<file path="config.mk">
export PLATFORM = sky130hd
export DESIGN_NAME = i2c_slave_fsm_block
export DESIGN_NICKNAME = d
export VERILOG_FILES = /design/src/rtl/i2c_slave_fsm_block.sv
export SDC_FILE = /design/constraint.sdc
export NUM_CORES = 1
export LEC_CHECK = 0
export CORE_UTILIZATION = 58
export DETAILED_ROUTE_END_ITERATION = 10
export PLACE_DENSITY = 0.95
export REMOVE_ABC_BUFFERS = 1
export SLEW_MARGIN = 15
export SYNTH_ARGS = -nofsm -noshare
export SYNTH_HDL_FRONTEND = slang
export SYNTH_SLANG_ARGS = --single-unit
</file>
<file path="constraint.sdc">
create_clock -name i2c_core_clock_i -period 5.1 [get_ports i2c_core_clock_i]
set_clock_uncertainty 0.2 [all_clocks]
set_input_delay 0.765 -clock i2c_core_clock_i [delete_from_list [all_inputs] [get_ports i2c_core_clock_i]]
set_output_delay 0.765 -clock i2c_core_clock_i [all_outputs]
set_load 0.01 [all_outputs]
</file>
<file path="src/rtl/i2c_slave_fsm_block.sv">
// I2C target (slave) endpoint: oversamples SCL/SDA, detects START/STOP, matches a
// 7-bit address, receives write bytes into the RX FIFO and serves read bytes from
// the TX FIFO, driving the open-drain lines through active-high pull-low enables.
// Optional build macro: I2C_SLAVE_CLK_STRETCH_EN (SCL stretching on TX empty / RX full
// instead of 8'hFF substitution and full-FIFO NACK).
module i2c_slave_fsm_block #(
    parameter int SYNC_STAGES = 2,
    parameter int HOLD_CYCLES = 4
) (
    input  logic       i2c_core_clock_i,
    input  logic       reset_bit_i,
    input  logic       enable_bit_i,
    input  logic [6:0] own_addr_i,
    input  logic       scl_i,
    input  logic       sda_i,
    output logic       sda_oe_o,
    output logic       scl_oe_o,
    output logic [7:0] rx_data_o,
    output logic       rx_valid_o,
    input  logic       rx_fifo_full_i,
    input  logic [7:0] tx_data_i,
    input  logic       tx_fifo_empty_i,
    output logic       tx_rd_o,
    output logic       busy_o,
    output logic       rw_o,
    output logic       stop_det_o
);

    localparam int HW = $clog2(HOLD_CYCLES + 1);

    typedef enum logic [2:0] {
        IDLE,
        ADDR,
        ADDR_ACK,
        RX_DATA,
        RX_ACK,
        TX_DATA,
        TX_ACK,
        WAIT_STOP
    } state_t;

    state_t                 state;
    logic [SYNC_STAGES-1:0] scl_sync;
    logic [SYNC_STAGES-1:0] sda_sync;
    logic                   scl_d;
    logic                   sda_d;
    logic [7:0]             shift_reg;
    logic [7:0]             tx_shift;
    logic [2:0]             bit_cnt;
    logic [HW-1:0]          hold_cnt;
    logic                   sda_next;
    logic                   ninth_seen;
    logic                   ack_ok;
    logic                   addr_matched;

    // Synchronised levels and edge events (one delay flop behind the synchroniser)
    logic scl_s, sda_s, scl_rise, scl_fall, scl_edge, start_det, stop_det;
    logic [7:0] shift_byte;
    logic tx_load;
    logic stretching;

    assign scl_s      = scl_sync[SYNC_STAGES-1];
    assign sda_s      = sda_sync[SYNC_STAGES-1];
    assign scl_rise   = scl_s & ~scl_d;
    assign scl_fall   = ~scl_s & scl_d;
    assign scl_edge   = scl_s ^ scl_d;
    // An SCL edge in the same cycle masks START/STOP.
    assign start_det  = ~scl_edge & scl_s & sda_d & ~sda_s;
    assign stop_det   = ~scl_edge & scl_s & ~sda_d & sda_s;
    assign shift_byte = {shift_reg[6:0], sda_s};

    // A byte is fetched from the TX FIFO at the end of every ACK slot that leads into TX_DATA.
    assign tx_load = scl_fall & ninth_seen &
                     (((state == ADDR_ACK) & rw_o) | (state == TX_ACK));

`ifdef I2C_SLAVE_CLK_STRETCH_EN
    logic scl_oe_q;
    logic tx_wait;
    logic rx_stall;
    assign scl_oe_o   = scl_oe_q;
    assign stretching = tx_wait | rx_stall;
`else
    assign scl_oe_o   = 1'b0;
    assign stretching = 1'b0;
`endif

    // Pin synchronisers plus the edge-detect delay flops; idle bus level is high
    always_ff @(posedge i2c_core_clock_i or negedge reset_bit_i) begin
        if (!reset_bit_i) begin
            scl_sync <= '1;
            sda_sync <= '1;
            scl_d    <= 1'b1;
            sda_d    <= 1'b1;
        end else begin
            // NOTE: non-blocking assignments make every stage sample the previous
            // stage's old value, so the chain really is SYNC_STAGES flops deep.
            scl_sync <= {scl_sync[SYNC_STAGES-2:0], scl_i};
            sda_sync <= {sda_sync[SYNC_STAGES-2:0], sda_i};
            scl_d    <= scl_s;
            sda_d    <= sda_s;
        end
    end

    // Protocol FSM with registered outputs and the SDA hold-time timer
    always_ff @(posedge i2c_core_clock_i or negedge reset_bit_i) begin
        if (!reset_bit_i) begin
            state        <= IDLE;
            shift_reg    <= '0;
            tx_shift     <= '0;
            bit_cnt      <= '0;
            hold_cnt     <= '0;
            sda_next     <= 1'b0;
            ninth_seen   <= 1'b0;
            ack_ok       <= 1'b0;
            addr_matched <= 1'b0;
            sda_oe_o     <= 1'b0;
            rx_data_o    <= '0;
            rx_valid_o   <= 1'b0;
            tx_rd_o      <= 1'b0;
            busy_o       <= 1'b0;
            rw_o         <= 1'b0;
            stop_det_o   <= 1'b0;
`ifdef I2C_SLAVE_CLK_STRETCH_EN
            scl_oe_q     <= 1'b0;
            tx_wait      <= 1'b0;
            rx_stall     <= 1'b0;
`endif
        end else begin
            rx_valid_o <= 1'b0;
            tx_rd_o    <= 1'b0;
            stop_det_o <= 1'b0;
            if (!enable_bit_i || start_det || stop_det) begin
                sda_oe_o   <= 1'b0;
                hold_cnt   <= '0;
                ninth_seen <= 1'b0;
`ifdef I2C_SLAVE_CLK_STRETCH_EN
                scl_oe_q   <= 1'b0;
                tx_wait    <= 1'b0;
                rx_stall   <= 1'b0;
`endif
                if (!enable_bit_i) begin
                    state  <= IDLE;
                    busy_o <= 1'b0;
                end else if (start_det) begin
                    state   <= ADDR;
                    bit_cnt <= '0;
                    busy_o  <= 1'b1;
                end else begin
                    state        <= IDLE;
                    busy_o       <= 1'b0;
                    stop_det_o   <= addr_matched;
                    addr_matched <= 1'b0;
                end
            end else begin
                // Apply the queued SDA level HOLD_CYCLES after the SCL fall that queued it.
                if (hold_cnt != '0) begin
                    hold_cnt <= hold_cnt - HW'(1);
                    if (hold_cnt == HW'(1)) begin
                        sda_oe_o <= sda_next;
`ifdef I2C_SLAVE_CLK_STRETCH_EN
                        scl_oe_q <= 1'b0;
`endif
                    end
                end
                // NOTE: later non-blocking assignments in this block override this default,
                // so the states below only mention SDA when they want it pulled low.
                if (scl_fall && !stretching) begin
                    sda_next <= 1'b0;
                    hold_cnt <= HW'(HOLD_CYCLES);
                end

                case (state)
                    ADDR: begin
                        if (scl_rise) begin
                            shift_reg <= shift_byte;
                            bit_cnt   <= bit_cnt + 3'd1;
                            if (bit_cnt == 3'd7) begin
                                if (shift_byte[7:1] == own_addr_i) begin
                                    state        <= ADDR_ACK;
                                    rw_o         <= shift_byte[0];
                                    addr_matched <= 1'b1;
                                    ninth_seen   <= 1'b0;
                                end else begin
                                    state <= WAIT_STOP;
                                end
                            end
                        end
                    end
                    ADDR_ACK: begin
                        if (scl_rise) begin
                            ninth_seen <= 1'b1;
                        end else if (scl_fall) begin
                            if (!ninth_seen) begin
                                sda_next <= 1'b1;
                            end else begin
                                ninth_seen <= 1'b0;
                                bit_cnt    <= '0;
                                state      <= rw_o ? TX_DATA : RX_DATA;
                            end
                        end
                    end
                    RX_DATA: begin
`ifdef I2C_SLAVE_CLK_STRETCH_EN
                        if (rx_stall) begin
                            if (!rx_fifo_full_i) begin
                                rx_data_o  <= shift_reg;
                                rx_valid_o <= 1'b1;
                                rx_stall   <= 1'b0;
                                ack_ok     <= 1'b1;
                                ninth_seen <= 1'b0;
                                state      <= RX_ACK;
                                sda_next   <= 1'b1;
                                hold_cnt   <= HW'(HOLD_CYCLES);
                            end
                        end else
`endif
                        if (scl_rise) begin
                            shift_reg <= shift_byte;
                            bit_cnt   <= bit_cnt + 3'd1;
                            if (bit_cnt == 3'd7) begin
`ifdef I2C_SLAVE_CLK_STRETCH_EN
                                if (rx_fifo_full_i) begin
                                    rx_stall <= 1'b1;
                                    scl_oe_q <= 1'b1;
                                    hold_cnt <= '0;
                                end else begin
                                    rx_data_o  <= shift_byte;
                                    rx_valid_o <= 1'b1;
                                    ack_ok     <= 1'b1;
                                    ninth_seen <= 1'b0;
                                    state      <= RX_ACK;
                                end
`else
                                rx_data_o  <= shift_byte;
                                rx_valid_o <= ~rx_fifo_full_i;
                                ack_ok     <= ~rx_fifo_full_i;
                                ninth_seen <= 1'b0;
                                state      <= RX_ACK;
`endif
                            end
                        end
                    end
                    RX_ACK: begin
                        if (scl_rise) begin
                            ninth_seen <= 1'b1;
                        end else if (scl_fall) begin
                            if (!ninth_seen) begin
                                sda_next <= ack_ok;
                            end else begin
                                ninth_seen <= 1'b0;
                                bit_cnt    <= '0;
                                state      <= ack_ok ? RX_DATA : WAIT_STOP;
                            end
                        end
                    end
                    TX_DATA: begin
`ifdef I2C_SLAVE_CLK_STRETCH_EN
                        if (tx_wait) begin
                            if (!tx_fifo_empty_i) begin
                                tx_rd_o  <= 1'b1;
                                tx_shift <= tx_data_i;
                                sda_next <= ~tx_data_i[7];
                                hold_cnt <= HW'(HOLD_CYCLES);
                                tx_wait  <= 1'b0;
                            end
                        end else
`endif
                        if (scl_rise) begin
                            bit_cnt <= bit_cnt + 3'd1;
                        end else if (scl_fall) begin
                            if (bit_cnt == 3'd0) begin
                                ninth_seen <= 1'b0;
                                state      <= TX_ACK;
                            end else begin
                                tx_shift <= {tx_shift[6:0], 1'b0};
                                sda_next <= ~tx_shift[6];
                            end
                        end
                    end
                    TX_ACK: begin
                        if (scl_rise) begin
                            if (!sda_s) ninth_seen <= 1'b1;
                            else        state      <= WAIT_STOP;
                        end else if (scl_fall && ninth_seen) begin
                            ninth_seen <= 1'b0;
                            bit_cnt    <= '0;
                            state      <= TX_DATA;
                        end
                    end
                    default: ;
                endcase

                // Fetch the next TX byte and queue its MSB on the bus.
                if (tx_load) begin
`ifdef I2C_SLAVE_CLK_STRETCH_EN
                    if (tx_fifo_empty_i) begin
                        tx_wait  <= 1'b1;
                        scl_oe_q <= 1'b1;
                        hold_cnt <= '0;
                    end else begin
                        tx_rd_o  <= 1'b1;
                        tx_shift <= tx_data_i;
                        sda_next <= ~tx_data_i[7];
                    end
`else
                    tx_rd_o  <= ~tx_fifo_empty_i;
                    tx_shift <= tx_fifo_empty_i ? 8'hFF : tx_data_i;
                    sda_next <= tx_fifo_empty_i ? 1'b0 : ~tx_data_i[7];
`endif
                end
            end
        end
    end

endmodule

</file>
==> out/qor.yml <==
min_from: "scl_sync[0]"
ctsHoldBuffers: 0
antenna_found_initial: 0
largest_reg_flops: 8
drt-pass1-iter-count: 4
finalPower_w: 0.00106
whs_endpoint: "scl_sync[1]"
worst_pin_slew_ns: 1.01
vias_per_cell: 5.82
leakagePower_nw: 1.29
layout-drive-gt1-share: 0.154
grt_pass1_vias: 1704
hold_depth: 0
synth_top_area_cell: "dfrtp_1"
avgSynthCellArea_um2: 10.7
grt_usage: 0.233
synth_area_um2: 2500
synth_top_flop_cell: "dfrtp_1"
core_um2: 4060
hold_viol: 0
slew_viol_final: 0
grt_pass1_wl_mm: 7.83
synth_most_common_cell: "dfrtp_1"
nets: 293
num_rows: 23
globalplace.congestion: 0.926
cp.arrival_ns: 2.82
finalNonFillerCells: 316
final.setup.tns_ns: 0
ys_warn_count: 0
grt_max_degree: 48
clk_path_buf_depth: 2
gr-total-overflow: 0
wl_mm: 4.69
clk_pin_slew_worst_paths_ns: 0.08
synth_xor_area_frac: 0.0350
synthToLayoutAreaGrowth_pct: 18.0
cp.required_ns: 5.09
cts_setup_buffers: 0
synth-simple-area-share: 0.152
finalSetupViolations: 0
relSlewSlack: 0.324
place_inst: 308
cts.sinks: 47
post_drt_wl_per_cell_um: 14.8
synth_mux_area_frac: 0.112
maxCapViolCount: 0
path_class: "in -> reg"
fin_crit_ns: 2.83
rsz0062_at_grt: "no"
synthCells: 234
worstRegToRegCells: 4
cp_num_cells: 5
async_flop_share: 1.00
yosysSeqAreaShare: 0.473
start_kind: "primary input"
rrSetupSlack_ns: 2.67
synthAdderAreaFrac: 0.0300
ant_nets: 0
cp_cell_sequence: "clkdlybuf4s50_1, inv_1, nor3_4, and2_1, mux2_2"
status: "finished, final reports clean"
boundaryPins: 37
powerDensity_nw_per_um2: 359
synth-compound-area-share: 0.153
fillers: 285
drtIter0Drc: 102
path_max_fanout: 11
synthDistinctLibCells: 56
insertion_delay_ns: 0.30
cts_resized: 0
cp-end-kind: "flip-flop"
cts_root_buf: "clkbuf_8"
synth_edf_count: 0
cp_slowest_cell: "clkdlybuf4s50_1"
die_area_um2: 4580
die_h_um: 67.7
insertedDiodeCount: 0
cts_made_buffers: 5
holdWs_ns: 0.157
synth_top_family_by_area: "compound AO/OA/AOI/OAI gates"
synth_top_area_share: 0.410
synth_common_cells: "41 x dfrtp_1, 20 x nor2_1, 19 x mux2_2"
r2r-end: "rx_data_o[5]"
initial_core_util: 0.616
synth-seq-cells: 47
crit_family: "simple AND/OR/NAND/NOR gates"
r2r_start: "scl_sync[1]"
peakVddDrop_uv: 200
worst-path-buf-inv: 2
yosys-top-cells-area: "dfrtp_1 41%, mux2_2 8.6%, dfstp_2 6.3%"
critPathMaxStageDelay_ns: 0.62
dp_hpwl_mm: 3.33
htree_levels: 2
clock.fmax_mhz: 353
port_buffers: 35
hold_class: "reg -> reg"
die_x_um: 67.7
drc: 0
period_share: 0.556
dr_total_vias: 1838
cts_tree: "built"
## worst max path at each step
stage	start	end	slack, ns
after floorplan	enable_bit_i	rx_data_o[0]	2.87
after global placement	enable_bit_i	rx_data_o[0]	1.99
after detailed placement	enable_bit_i	rx_data_o[0]	1.94
after CTS	enable_bit_i	rx_data_o[5]	2.28
after global routing	enable_bit_i	rx_data_o[0]	2.15
final	enable_bit_i	rx_data_o[5]	2.27
## final cells by class
cell class | instances | area [um^2] | area share
Clock buffer | 8 | 100 | 0.0339
Tap cell | 50 | 62.6 | 0.0212
Sequential cell | 47 | 1180 | 0.401
Inverter | 11 | 41.3 | 0.0140
Timing Repair Buffer | 36 | 353 | 0.120
Multi-Input combinational cell | 164 | 1210 | 0.410
## cell usage in the layout, fill, tap and decap left out, types with 2 or more instances in the layout
master and instances:
xnor2_1 8, dfrtp_1 41, nor2_1 20, mux2_1 5, inv_1 11, nand4_1 2
a211oi_1 2, nand2_1 9, o31ai_1 2, nor2b_1 8, o2bb2ai_1 2, and2_1 2
a21oi_1 14, and4_1 2, clkdlybuf4s50_1 34, xor2_1 2, dfstp_2 6, or3_1 2
and3_1 3, o41ai_1 2, clkbuf_8 7, ha_1 6, mux2_2 19, a22oi_1 3
nand3_1 3, nand2b_1 5, a21o_1 3, nor3_1 6, o21ai_0 9
## cell families after synthesis
logic type,after synthesis
xor+xnor,10
fa+ha+maj,6
flops,47
simple gates,68
compound gates,54
other cells,1
buf+inv,23
mux,25
## per-layer routing
metal	wire (um)	share of wire	vias up	track usage
met5	0	0	-	0
met4	60	0.013	0	0.0824
met3	249	0.053	8	0.0574
met2	2190	0.47	61	0.370
met1	2180	0.47	870	0.309
li1	-	-	899	-
## metrics by stage
stage | setup WS (ns) | utilization | instance area [um^2]
6_report | 2.27 | 0.727 | 2950
4_1_cts | 2.28 | 0.727 | 2950
3_5_place_dp | 1.94 | 0.702 | 2850
2_1_floorplan | 2.87 | - | 2430
3_3_place_gp | 1.99 | 0.702 | 2850
5_1_grt | 2.15 | 0.727 | 2950
## power breakdown
group          total (W)  switching (W)  internal (W)
clock network   0.000242       0.000118      0.000124
registers       0.000504      0.0000843      0.000420
logic           0.000312       0.000163      0.000149
Power figures use the tool's default switching activity.
